$ cat src/rtl/dmem_arbiter_if.sv
// One master port of the data-memory arbiter: request/command from the master,
// grant and registered read return from the arbiter.
interface dmem_arbiter_if #(
   parameter int DATA_W = 32,
   parameter int ADDR_W = 32
);
   logic              req;
   logic              we;
   logic              lock;
   logic [ADDR_W-1:0] addr;
   logic [DATA_W-1:0] wdata;
   logic              gnt;
   logic              rvalid;
   logic [DATA_W-1:0] rdata;

   modport master (
      output req, we, lock, addr, wdata,
      input  gnt, rvalid, rdata
   );

   modport slave (
      input  req, we, lock, addr, wdata,
      output gnt, rvalid, rdata
   );
endinterface

$ cat src/rtl/dmem_arbiter.sv
// Two-master arbiter in front of a single-port data memory: one access per cycle,
// round-robin or fixed priority, bounded locked bursts, registered read return.
module dmem_arbiter #(
   parameter int PRIO_MODE = 0,
   parameter int MAX_LOCK  = 8,
   parameter int CNT_W     = 4,
   parameter int DATA_W    = 32,
   parameter int ADDR_W    = 32
) (
   input  logic              clk,
   input  logic              rst,
   dmem_arbiter_if.slave     m0,
   dmem_arbiter_if.slave     m1,
   output logic              mem_W_en,
   output logic              mem_R_en,
   output logic [ADDR_W-1:0] mem_addr,
   output logic [DATA_W-1:0] mem_din,
   input  logic [DATA_W-1:0] mem_dout
);

   typedef enum logic [1:0] {IDLE, LOCK0, LOCK1} state_t;

   state_t            state;
   logic              last_gnt;
   logic [CNT_W-1:0]  lock_cnt;
   logic              release_pend;

   logic              gnt0;
   logic              gnt1;
   logic              granted;
   logic              sel_we;
   logic              sel_lock;
   logic [CNT_W-1:0]  lock_next;

   logic              rvld0_p1;
   logic              rvld1_p1;
   logic [DATA_W-1:0] rdata0_p1;
   logic [DATA_W-1:0] rdata1_p1;

   // Grant decision is combinational so the memory sees the access in the same cycle.
   always_comb begin
      gnt0 = 1'b0;
      gnt1 = 1'b0;
      if (!rst) begin
         unique case (state)
            IDLE: begin
               if (m0.req && m1.req) begin
                  // A forced release overrides fixed priority once, so the waiting port gets in.
                  if (PRIO_MODE == 1 && !release_pend) gnt0 = 1'b1;
                  else if (last_gnt)                   gnt0 = 1'b1;
                  else                                 gnt1 = 1'b1;
               end else begin
                  gnt0 = m0.req;
                  gnt1 = m1.req;
               end
            end
            LOCK0:   gnt0 = m0.req;
            LOCK1:   gnt1 = m1.req;
            default: ;
         endcase
      end
   end

   always_comb begin
      mem_addr = '0;
      mem_din  = '0;
      sel_we   = 1'b0;
      sel_lock = 1'b0;
      if (gnt0) begin
         mem_addr = m0.addr;
         mem_din  = m0.wdata;
         sel_we   = m0.we;
         sel_lock = m0.lock;
      end else if (gnt1) begin
         mem_addr = m1.addr;
         mem_din  = m1.wdata;
         sel_we   = m1.we;
         sel_lock = m1.lock;
      end
   end

   assign granted   = gnt0 | gnt1;
   assign mem_W_en  = granted & sel_we;
   assign mem_R_en  = granted & ~sel_we;
   assign lock_next = lock_cnt + CNT_W'(1);

   assign m0.gnt    = gnt0;
   assign m1.gnt    = gnt1;
   assign m0.rvalid = rvld0_p1;
   assign m1.rvalid = rvld1_p1;
   assign m0.rdata  = rdata0_p1;
   assign m1.rdata  = rdata1_p1;

   // ---- stage p1: read return registers and arbitration state ----
   always_ff @(posedge clk) begin
      if (rst) begin
         state        <= IDLE;
         last_gnt     <= 1'b1;
         lock_cnt     <= '0;
         release_pend <= 1'b0;
         rvld0_p1     <= 1'b0;
         rvld1_p1     <= 1'b0;
         rdata0_p1    <= '0;
         rdata1_p1    <= '0;
      end else begin
         rvld0_p1 <= gnt0 & ~m0.we;
         rvld1_p1 <= gnt1 & ~m1.we;
         if (gnt0 && !m0.we) rdata0_p1 <= mem_dout;
         if (gnt1 && !m1.we) rdata1_p1 <= mem_dout;
         if (granted) last_gnt <= gnt1;

         unique case (state)
            IDLE: begin
               if (granted) begin
                  release_pend <= 1'b0;
                  if (sel_lock) begin
                     state    <= gnt1 ? LOCK1 : LOCK0;
                     lock_cnt <= CNT_W'(1);
                  end
               end
            end
            default: begin
               if (!granted) begin
                  state    <= IDLE;
                  lock_cnt <= '0;
               end else if (lock_next == CNT_W'(MAX_LOCK)) begin
                  state        <= IDLE;
                  lock_cnt     <= '0;
                  release_pend <= 1'b1;
               end else if (!sel_lock) begin
                  state    <= IDLE;
                  lock_cnt <= '0;
               end else begin
                  lock_cnt <= lock_next;
               end
            end
         endcase
      end
   end

endmodule
$ cat src/flat_wrapper.sv
// flat-port wrapper written by rule: the top's interface ports become plain ports
module dmem_arbiter_flat 
#(
   parameter int PRIO_MODE = 0,
   parameter int MAX_LOCK  = 8,
   parameter int CNT_W     = 4,
   parameter int DATA_W    = 32,
   parameter int ADDR_W    = 32
)
  (clk, rst, mem_W_en, mem_R_en, mem_addr, mem_din, mem_dout, m0_req, m0_we, m0_lock, m0_addr, m0_wdata, m0_gnt, m0_rvalid, m0_rdata, m1_req, m1_we, m1_lock, m1_addr, m1_wdata, m1_gnt, m1_rvalid, m1_rdata);
  dmem_arbiter_if #(.DATA_W(DATA_W), .ADDR_W(ADDR_W)) m0_i ();
  dmem_arbiter_if #(.DATA_W(DATA_W), .ADDR_W(ADDR_W)) m1_i ();
  input  logic clk;
  input  logic rst;
  output logic mem_W_en;
  output logic mem_R_en;
  output logic [ADDR_W-1:0] mem_addr;
  output logic [DATA_W-1:0] mem_din;
  input  logic [DATA_W-1:0] mem_dout;
  input wire logic [$bits(m0_i.req)-1:0] m0_req;
  input wire logic [$bits(m0_i.we)-1:0] m0_we;
  input wire logic [$bits(m0_i.lock)-1:0] m0_lock;
  input wire logic [$bits(m0_i.addr)-1:0] m0_addr;
  input wire logic [$bits(m0_i.wdata)-1:0] m0_wdata;
  output wire logic [$bits(m0_i.gnt)-1:0] m0_gnt;
  output wire logic [$bits(m0_i.rvalid)-1:0] m0_rvalid;
  output wire logic [$bits(m0_i.rdata)-1:0] m0_rdata;
  input wire logic [$bits(m1_i.req)-1:0] m1_req;
  input wire logic [$bits(m1_i.we)-1:0] m1_we;
  input wire logic [$bits(m1_i.lock)-1:0] m1_lock;
  input wire logic [$bits(m1_i.addr)-1:0] m1_addr;
  input wire logic [$bits(m1_i.wdata)-1:0] m1_wdata;
  output wire logic [$bits(m1_i.gnt)-1:0] m1_gnt;
  output wire logic [$bits(m1_i.rvalid)-1:0] m1_rvalid;
  output wire logic [$bits(m1_i.rdata)-1:0] m1_rdata;
  assign m0_i.req = m0_req;
  assign m0_i.we = m0_we;
  assign m0_i.lock = m0_lock;
  assign m0_i.addr = m0_addr;
  assign m0_i.wdata = m0_wdata;
  assign m0_gnt = m0_i.gnt;
  assign m0_rvalid = m0_i.rvalid;
  assign m0_rdata = m0_i.rdata;
  assign m1_i.req = m1_req;
  assign m1_i.we = m1_we;
  assign m1_i.lock = m1_lock;
  assign m1_i.addr = m1_addr;
  assign m1_i.wdata = m1_wdata;
  assign m1_gnt = m1_i.gnt;
  assign m1_rvalid = m1_i.rvalid;
  assign m1_rdata = m1_i.rdata;
  dmem_arbiter #(.PRIO_MODE(PRIO_MODE), .MAX_LOCK(MAX_LOCK), .CNT_W(CNT_W), .DATA_W(DATA_W), .ADDR_W(ADDR_W)) u_core (.clk(clk), .rst(rst), .m0(m0_i), .m1(m1_i), .mem_W_en(mem_W_en), .mem_R_en(mem_R_en), .mem_addr(mem_addr), .mem_din(mem_din), .mem_dout(mem_dout));
endmodule
$ cat config.mk
export PLATFORM = sky130hd
export DESIGN_NAME = dmem_arbiter_flat
export DESIGN_NICKNAME = d
export VERILOG_FILES = /design/src/rtl/dmem_arbiter_if.sv /design/src/rtl/dmem_arbiter.sv /design/src/flat_wrapper.sv
export SDC_FILE = /design/constraint.sdc
export NUM_CORES = 1
export LEC_CHECK = 0
export ABC_AREA = 1
export CORE_UTILIZATION = 26
export CTS_CLUSTER_DIAMETER = 150
export CTS_CLUSTER_SIZE = 8
export DETAILED_ROUTE_END_ITERATION = 8
export PLACE_DENSITY = 0.69
export SYNTH_ARGS = -nofsm -noshare
export SYNTH_HDL_FRONTEND = slang
export SYNTH_SLANG_ARGS = --single-unit
$ cat constraint.sdc
create_clock -name clk -period 1.61 [get_ports clk]
set_input_delay 0.322 -clock clk [delete_from_list [all_inputs] [get_ports clk]]
set_output_delay 0.322 -clock clk [all_outputs]
set_load 0.01 [all_outputs]
==> summary.md <==
| Metric | Value |
|---|---|
| Outcome | `complete, but fails checks` |
| Failing checks | `setup timing` |
| Post-route design area | `0.00837 mm2` |
| Post-layout util | `65.5%` |
| Final WL | `20.0 mm` |
| Worst path arrival time | `1.71 ns` |
| Initial Utilization | `26.9%` |
| Grt total ovfl | `0` |
| Combinational family with the most area after synthesis | `compound AO/OA/AOI/OAI gates` |
| Critical path depth | `9` |
| Register area share after synthesis | `42.5%` |
| Final setup skew | `0.00562 ns` |
| Top cells by area, synth | `dfxtp_1 43%, a22o_1 16%, nand2_1 16%` |
| Critical path's slowest cell | `dfxtp_2` |
| Number of synthesized flops with an enable pin | `0` |
| Mux cell area share after synthesis | `0%` |
| GR peak layer | `met2` |
| Reg clk slew, reported paths | `0.06 ns` |
| P per Cell Area | `707 mW/mm2` |
| CTS tree | `built` |
| GR Layer Usage met1 | `29.5%` |
| IO Count | `302` |
| CP bufs+invs | `6` |
| Critical path, cell by cell | `inv_2 -> nand3_2 -> inv_2 -> nor2_4 -> buf_12 -> buf_12 -> buf_16 -> a22o_1 -> buf_6` |
| Via Count | `4781` |
| FF-to-FF End | `u_core.m1.rdata[10]` |
| CP Capture Point | `mem_addr[1]` |
| Top Family by Delay on Critical Path | `buffers and inverters` |
| Die width | `117 um` |
| CTS sink cnt | `73` |
| Routed Antenna Nets | `0` |
| Largest net degree at the start of global routing | `71` |
| Yosys warns | `0` |
| First-pass GRT wire length | `26.2 mm` |
| Initial antenna violation count | `0` |
| Simple-Gate Fraction of Synth Area | `20.8%` |
| Fmax achieved | `493 MHz` |
| Leading area contributor after synthesis | `dfxtp_1` |
| DRC viols | `0` |
| DP Area | `0.00669 mm2` |
| Post-DR wirelength/cell | `20.7 um` |
| Mapped Nets | `606` |
| Cts hold-fix bufs | `0` |
| HPWL Detailed | `12.3 mm` |
| Worst-margin pin slew | `0.659 ns` |
| Final Max Slew Viols | `0` |
| Drt initial violations | `213` |
| Total Die Area | `0.0137 mm2` |
| Met3 Use GR | `8.44%` |
| Syn Area/Cell | `7.89 um2` |
| Ratio of cells with drive above 1 in the final layout | `33.5%` |
| Setup ws final | `-0.419 ns` |
| Hold crit path type | `in -> reg` |
| XOR/XNOR share of the synthesized area | `0%` |
| H-tree Lvls | `3` |
| First-pass iteration count of the detailed router | `4` |
| Global Route met2 Usage | `46.0%` |
| Setup crit start | `u_core.state[1]` |
| I/O Buffers | `301` |
| Via/cell ratio | `4.95` |
| Part of the cycle the worst path needs | `126%` |
| Area Growth Syn to Fin | `143%` |
| All-Layer GR Usage | `26.1%` |
| Compound-cell area share of the yosys netlist | `27.0%` |
| Fraction of registers with async set/reset | `0%` |
| Yosys reg bits | `73` |
| Final hold slack | `0.363 ns` |
| P_leak | `0.00396 uW` |
| Post-Synth Adder-Cell Area | `0.728%` |
| Critical path launch point type | `register` |
| Top_reg_cell synth | `dfxtp_1` |
| GPL Wtd Cong | `0.822` |
| Slew margin rel. | `56.0%` |
| Critical Path Fanout Max | `5` |
| Vias in the first global route | `4707` |
| Gate Count Post-Synth | `436` |
| Die height | `117 um` |
| Commonest cells post-synth | `144 x nand2_1, 73 x dfxtp_1, 70 x a21oi_1, 64 x a22o_1, 13 x buf_2` |
| Data required, critical path | `1.29 ns` |
| Cell variety after synth | `21` |
| Count leader, synth | `nand2_1` |
| Mapped Area | `0.00344 mm2` |
| R2R Path Start | `u_core.state[0]` |
| R2R Setup Slk | `-0.27 ns` |
| RSZ-0062 raised after global routing | `yes` |
| Max incr delay on CP | `0.32 ns` |
| Worst Setup Path Type | `reg -> out` |
| Finish-stage setup viols | `133` |
| Clock Latency Late Sink | `0.33 ns` |
| CTS root buf | `clkbuf_16` |
| Fin crit period | `2.03 ns` |
| Layout Nets | `958` |
| Final hold violation count | `0` |
| Peak supply drop | `0.762 mV` |
| Num CTS Buffers | `9` |
| Synth top area share | `42.5%` |
| Core ar. | `0.0128 mm2` |
| Final Power | `5920 uW` |
| Worst-case clock buffer depth | `2` |
| Maxcap violations | `0` |
| Worst r2r path cells | `13` |
| Crit end category | `output port` |
| Rows | `41` |
-- metal layers --
layer | wire, um | vias to the layer above
met5 | 0 | -
met4 | 485 | 0
met3 | 2120 | 31
met2 | 9960 | 258
met1 | 7420 | 2275
li1 | - | 2217
-- state kept, by name, summed over array words and instances (netlist names) --
signal,flops
u_core.m0.rdata,32
u_core.m1.rdata,32
u_core.lock_cnt,4
u_core.state,2
u_core.last_gnt,1
u_core.m0.rvalid,1
u_core.m1.rvalid,1
-- through the flow --
step	setup TNS, ns	worst slack (ns)	instances
floorplan	0	0.0426	436
CTS	-36.60	-0.423	959
global route	-45.80	-0.456	965
global placement	-81.40	-0.872	900
finish	-36.19	-0.419	966
detailed placement	-85.03	-0.887	900
-- cell usage in the layout (no fill, tap or decap), drive strengths merged --
master         instances
clkdlybuf4s50        197
nand2                146
buf                  138
dfxtp                 73
a21oi                 70
a22o                  64
dlymetal6s2s          33
inv                   16
clkbuf                13
nor2                  13
nand3                 11
clkinv                 6
bufinv                 3
nand4                  2
ha                     2
dlygate4sd2            2
o21ai                  2
diode                  1
o211ai                 1
clkdlybuf4s15          1
-- power breakdown --
group | total, uW | switching (uW) | internal (uW) | leakage (uW)
Sequential | 1920 | 48.0 | 1870 | 0.000594
Combinational | 1700 | 697 | 1010 | 0.00320
Clock | 2300 | 786 | 1520 | 0.000170
Total | 5920 | 1530 | 4390 | 0.00396
-- kinds of logic (layout without fill, tap and decap cells) --
| kind of cell | count (synthesis) | in the layout |
|---|---|---|
| and+or+nand+nor | 172 | 172 |
| buffers and inverters | 52 | 409 |
| adders and majority gates | 2 | 2 |
| DFF | 73 | 73 |
| other | 0 | 1 |
| AOI/OAI and AO/OA | 137 | 137 |
-- area by class of cell --
class,instances,area [um2]
antenna,1,2.50
clock buffer,9,225
clock inverter,7,118
fill,969,4410
inverter,18,113
multi-input combinational,311,2170
sequential,73,1470
tap,172,215
timing repair buffer,375,4060
-- worst min-delay path by stage --
stage,startpoint,to,slack [ns],cells after the start
2_1_floorplan,u_core.state[0],u_core.state[0],0.46,2
3_3_place_gp,u_core.m1.rdata[29],u_core.m1.rdata[29],0.45,2
3_5_place_dp,u_core.m1.rdata[4],u_core.m1.rdata[4],0.46,2
4_1_cts,rst,u_core.last_gnt,0.33,3
5_1_grt,rst,u_core.last_gnt,0.38,3
6_report,rst,u_core.last_gnt,0.36,3
-- worst reg2reg max path: stages (launching register included) --
cell     delay [ns]
dfxtp_2        0.33
inv_4          0.08
nand3_4        0.08
nor2_4         0.16
buf_12         0.13
buf_12         0.14
buf_16         0.13
buf_8          0.12
nand2_8        0.05
buf_6          0.13
buf_8          0.13
buf_16         0.16
nand2_4        0.06
a21oi_2        0.05
-- repair_timing --
item | 4_1_cts | 5_1_grt
pin swaps | 27 | 35
gates cloned | 19 | 5
endpoints found under the setup margin | 132 | 147
setup buffers | 27 | 5
gates resized for setup | 401 | 128
Note: power is estimated with default switching activity, not from simulation.
==> RTL edit 1 (same flow settings) <==
`ADDR_W` is set to 32 in 3 places; all go to 40.
--- a/src/rtl/dmem_arbiter_if.sv
+++ b/src/rtl/dmem_arbiter_if.sv
@@ -4,3 +4,3 @@
    parameter int DATA_W = 32,
-   parameter int ADDR_W = 32
+   parameter int ADDR_W = 40
 );
--- a/src/rtl/dmem_arbiter.sv
+++ b/src/rtl/dmem_arbiter.sv
@@ -7,3 +7,3 @@
    parameter int DATA_W    = 32,
-   parameter int ADDR_W    = 32
+   parameter int ADDR_W    = 40
 ) (
--- a/src/flat_wrapper.sv
+++ b/src/flat_wrapper.sv
@@ -7,3 +7,3 @@
    parameter int DATA_W    = 32,
-   parameter int ADDR_W    = 32
+   parameter int ADDR_W    = 40
 )
Interface: changed (resized m0_addr, m1_addr and mem_addr); port bits go from 302 to 326. No check against the original RTL was run, so the function may have changed too.
==> RTL edit 1 against the original RTL <==
  * The flow still finishes with violations (setup timing)
  * Wire length up 1.2%
  * Synthesized area up 6.6%
  * Final area up 8.9%
  * Setup slack better by 0.066 ns
  * Critical path depth up 2
  * Total power up 0.14%
  * Sequential cell count unchanged
  * Sequential share of layout area down 1.5 points
  * Largest power group is now combinational logic
==> RTL edit 1: results (changes against the original RTL) <==
Run status
  • Status: finished, violations left
  • Violated checks: setup timing

Global routing
  • GRT Total Usage: 25.19% (-0.92 points)
  • Met3 Resource Use GR: 7.311% (-1.1 points)
  • M1 GR Usage: 31.12% (+1.6 points)
  • Number of global-route vias before repair: 4783 (+1.6%)
  • First-pass GRT wire length: 27550 um (+5.4%)
  • Global-route track usage on met2: 43.03% (-3.0 points)
  • Pin count of the biggest net entering global routing: 65 (-8.5%)
  • Antenna violations before repair: 2 (+2)

Place
  • Placer congestion estimate: 0.9120 (+11%)
  • Dpl cell area: 0.007232 sq mm (+8.2%)
  • Cells after DPL: 1080 (+20%)
  • Final HPWL DP: 12870 um (+4.3%)
  • IO buf count: 325 (+8.0%)
  • Post-place setup slack: -0.9464 ns (-0.05966 ns)

Logic synthesis
  • Ys flop type: dfxtp_1
  • Largest cells by area after synthesis: dfxtp_1 40%, nand2_1 30%, nor2_1 7.0%, nand3_1 5.7%, o21ai_0 4.4%
  • List of most frequent post-synthesis cells: 291 x nand2_1, 73 x dfxtp_1, 68 x nor2_1
  • Asr flop ratio synth: 0% (unchanged)
  • Netlist cell types: 22 (+4.8%)
  • Seq/Total Area, Yosys: 39.88% (-2.6 points)
  • Synth Warn #: 0 (unchanged)
  • Cells after Synth: 579 (+33%)
  • Syn nets: 765 (+26%)

Setup path
  • CP max stage cell: dfxtp_2
  • CP max FO: 7 (+2)
  • Critical path's largest stage delay: 0.32 ns (about the same)
  • R2r endpoint: u_core.m1.rdata[10]$_SDFFE_PP0P_
  • Reg2Reg Depth: 11 (-2)
  • Reg-to-reg setup timing slack: -0.04 ns (+0.23 ns)
  • Reg-to-Reg Start: u_core.last_gnt$_SDFFE_PP1N_

CTS
  • Clk pin slew, worst setup/hold paths: 0.05 ns
  • Clock latency on the worst-skew pair: 0.33 ns (about the same)
  • Num CTS Buffers: 9 (unchanged)

Routing
  • Via count: 5254 (+9.9%)
  • Initial DRC count: 334 (+57%)
  • Overall routed net length: 20230 um (+1.2%)

Power and ir drop
  • Flop pwr share: 32.8% (+0.4 points)
  • Static Leakage: 0.004317 uW (+9.0%)
  • VDD IR-drop max: 741.2 uV (-2.7%)
  • Switching Power: 1618 uW (+5.8%)
  • P_clk: 1950 uW (-15%)

Min path
  • Min-Delay Path Class: register to register
  • WHS Endpoint: u_core.m0.rdata[31]$_SDFFE_PP0P_
  • Min-delay src: u_core.m0.rdata[31]$_SDFFE_PP0P_
  • Hold Path Stages: 2 (-1)

STA
  • Worst Skew: 0.005354 ns (-0.0002642 ns)
  • Setup slack after layout: -0.3537 ns (+0.06556 ns)
  • Slew @ Worst Pin: 0.2654 ns (-0.3941 ns)
  • Setup TNS: -22.66 ns (+13.53 ns)
  • Final count of negative-setup-slack endpoints: 108 (-19%)

Cells and area
  • Post-layout util: 65.89% (+0.37 points)
  • Fillers: 1129 (+17%)
  • Final non-filler cell total: 1153 (+19%)
  • Share of post-route cells with drive strength above 1: 35.08% (+1.5 points)
## RTL edit 1: kinds of logic (layout without fill, tap and decap cells)
family          count (synthesis)  after routing  synth area share [%]
other cells                     0              1                     0
fa+ha+maj                       2              2                0.6827
compound gates                 41             41                 5.872
buf+inv                        52            445                 8.808
simple gates                  411            411                 44.76
flops                          73             73                 39.88
## RTL edit 1: critical path: cells and delay by family, from the launching register on
family	cells	cell delay, ns
flops	1	0.32
simple gates	5	0.37
buf+inv	6	0.63
## RTL edit 1: stage by stage
step                      hold slack, ns  power [uW]
after floorplan                   0.4325        2453
after global placement            0.4485        3507
after detailed placement          0.4535        3506
after CTS                         0.4613        5773
after global routing              0.4760        6159
final                             0.4588        5928
## RTL edit 1: what timing repair did
item	CTS	global route
setup endpoints to repair	109	143
gates cloned	14	6
resized for setup	467	176
pin swaps	30	47
setup buffers	32	17
## RTL edit 1: worst max-delay path by stage
stage,from,end,cells after the start
2_1_floorplan,u_core.state[1]$_SDFFE_PP0P_,mem_R_en,9
3_3_place_gp,m1_req,mem_R_en,9
4_1_cts,u_core.state[1]$_SDFFE_PP0P_,mem_addr[1],10
6_report,u_core.state[1]$_SDFFE_PP0P_,mem_addr[14],11
5_1_grt,u_core.state[1]$_SDFFE_PP0P_,mem_addr[18],11
3_5_place_dp,m1_req,mem_R_en,9
## RTL edit 1: metal layers
layer	routed length (um)	part of all wire, %
met3	1599	7.9
met5	13	0.064
met1	8206	41
met2	10160	50
met4	248	1.2
## RTL edit 1: cell type report
class / instances / share of cell area [%]
multi-input combinational: 454 / 28.40
sequential: 73 / 16.07
tap: 180 / 2.472
timing repair buffer: 412 / 48.92
clock inverter: 3 / 0.4395
inverter: 17 / 0.9202
clock buffer: 13 / 2.747
antenna: 1 / 0.02747
==> RTL edit 2 (same settings) <==
Without the edit above. Encoding of `state_t`: now one-hot (3 bits for 3 states).
--- a/src/rtl/dmem_arbiter.sv
+++ b/src/rtl/dmem_arbiter.sv
@@ -20,3 +20,3 @@
 
-   typedef enum logic [1:0] {IDLE, LOCK0, LOCK1} state_t;
+   typedef enum logic [2:0] {IDLE = 3'b001, LOCK0 = 3'b010, LOCK1 = 3'b100} state_t;
 
Function: no difference found for any inputs over 4 cycles, from zero or initial values and one cycle with rst high; so few cycles prove little.
==> RTL edit 2 against the original RTL <==
  * The flow still finishes with violations (setup timing)
  * Final area rose by 7.2%
  * Synthesized area increased by 7.2%
  * Setup slack worse by 0.058 ns
  * Wire length shrank 5.4%
  * Sequential share of layout area fell by 0.97 points
  * Sequential cell count increased by 1
  * Largest cell class unchanged
  * Highest routed layer unchanged
Power is not compared: it rests on default switching activity, and its combinational part moved more than twofold at a synthesized area within 25%.
==> RTL edit 2: results (changes against the original RTL) <==
Logic synthesis
  • Seq/Total Area, Yosys: 40.20% (-2.3 points)
  • Netlist cell types: 23 (+9.5%)
  • Largest cells by area after synthesis: dfxtp_1 40%, nand2_1 22%, o21ai_2 5.5%, a21oi_1 5.2%, o21ai_0 4.8%
  • List of most frequent post-synthesis cells: 212 x nand2_1, 74 x dfxtp_1, 45 x inv_1
  • Syn nets: 703 (+16%)
  • #FFs+latches synth: 74 (+1.4%)
  • Compound-Gate Fraction of Synth Area: 16.81% (-10 points)

Cells and area
  • Final non-filler cell total: 1076 (+11%)
  • Non-Clock Inverter Count: 47 (+29)
  • Antenna cell count: 0 (-1)
  • Clk tree area frac: 3.319% (-0.78 points)
  • Fraction of area in non-clock buffers: 48.20% (-0.27 points)
  • Multi-input combinational area share: 27.27% (+1.3 points)
  • Sequential share of cell area: 16.57% (-0.97 points)
  • Signal buffers: 382 (+1.9%)
  • Clock buffer count: 12 (+3)

Setup path
  • Worst Setup EP: mem_din[27]
  • Reg-to-reg setup timing slack: -0.23 ns (+0.04 ns)
  • CP max FO: 6 (+1)
  • Crit path from: u_core.state[0]$_SDFFE_PP1P_
  • Data arrival time of the critical path: 1.77 ns (+0.06 ns)

Min path
  • Min-Delay Path Class: register to register
  • Min-delay src: u_core.m0.rdata[26]$_SDFFE_PP0P_

STA
  • Worst Skew: 0.006659 ns (+0.001041 ns)
  • Setup slack after layout: -0.4770 ns (-0.05775 ns)
  • Final count of negative-setup-slack endpoints: 130 (-2.3%)

Place
  • Cells after DPL: 1009 (+12%)
  • Placer congestion estimate: 0.8099 (-1.4%)
  • Dpl cell area: 0.007028 sq mm (+5.1%)
  • Post-place setup slack: -0.9593 ns (-0.07260 ns)
  • Final HPWL DP: 11170 um (-9.6%)

Routing
  • Initial DRC count: 182 (-15%)
  • Pre-antenna DRT Iters: 6 (+2)
  • Via/cell ratio: 4.610 (-6.9%)

Global routing
  • First-pass GRT wire length: 25400 um (-2.9%)
  • Number of global-route vias before repair: 4622 (-1.8%)
  • GRT Total Usage: 22.99% (-3.1 points)

Floorplan
  • Die width: 121.0 um (+3.5%)

Run status
  • Violated checks: setup timing
  • Status: finished, violations left
==> RTL edit 2: changes by cell type after synthesis, moves of 6 or more <==
cell	change
nand3_1	+17
inv_1	+34
o21ai_2	+23
nor2_1	-6
nand2_1	+68
o21ai_0	+33
nand3_2	+16
a21oi_1	-32
o21ai_1	+9
a22o_1	-64
==> RTL edit 2: timing repair <==
action / CTS / global route
gates cloned: 19 / 5
setup buffers: 22 / 10
resized for setup: 413 / 167
pin swaps: 30 / 48
endpoints found under the setup margin: 118 / 139
==> RTL edit 2: power breakdown <==
group          switching [uW]  total [uW]  internal, uW
Clock                     741        1980          1240
Combinational            1730        3920          2190
Sequential                115        2130          2010
Total                    2580        8030          5450
==> RTL edit 2: how the worst min path moves through the flow <==
stage	to	slack [ns]	depth (start not counted)
floorplan	u_core.lock_cnt[1]$_SDFFE_PP0P_	0.39	1
global placement	u_core.m0.rdata[24]$_SDFFE_PP0P_	0.46	2
detailed placement	u_core.m0.rdata[26]$_SDFFE_PP0P_	0.46	2
CTS	u_core.m0.rdata[31]$_SDFFE_PP0P_	0.47	2
global route	u_core.m0.rdata[31]$_SDFFE_PP0P_	0.48	2
finish	u_core.m0.rdata[26]$_SDFFE_PP0P_	0.46	2
==> RTL edit 2: critical path, stage by stage (launching register included) <==
cell,delay (ns)
dfxtp_2,0.34
inv_2,0.05
nor2_4,0.12
nand3_2,0.09
nand2_2,0.10
nand2_4,0.07
inv_8,0.09
buf_6,0.12
buf_12,0.10
buf_12,0.12
nand2_2,0.05
nand2_2,0.07
buf_6,0.11
==> RTL edit 2: layer usage <==
metal  routed length [um]  GRT usage (%)
met4                  238          4.861
met2                 9656          38.89
met5                    0              0
met3                 1242          6.203
met1                 7766          29.05
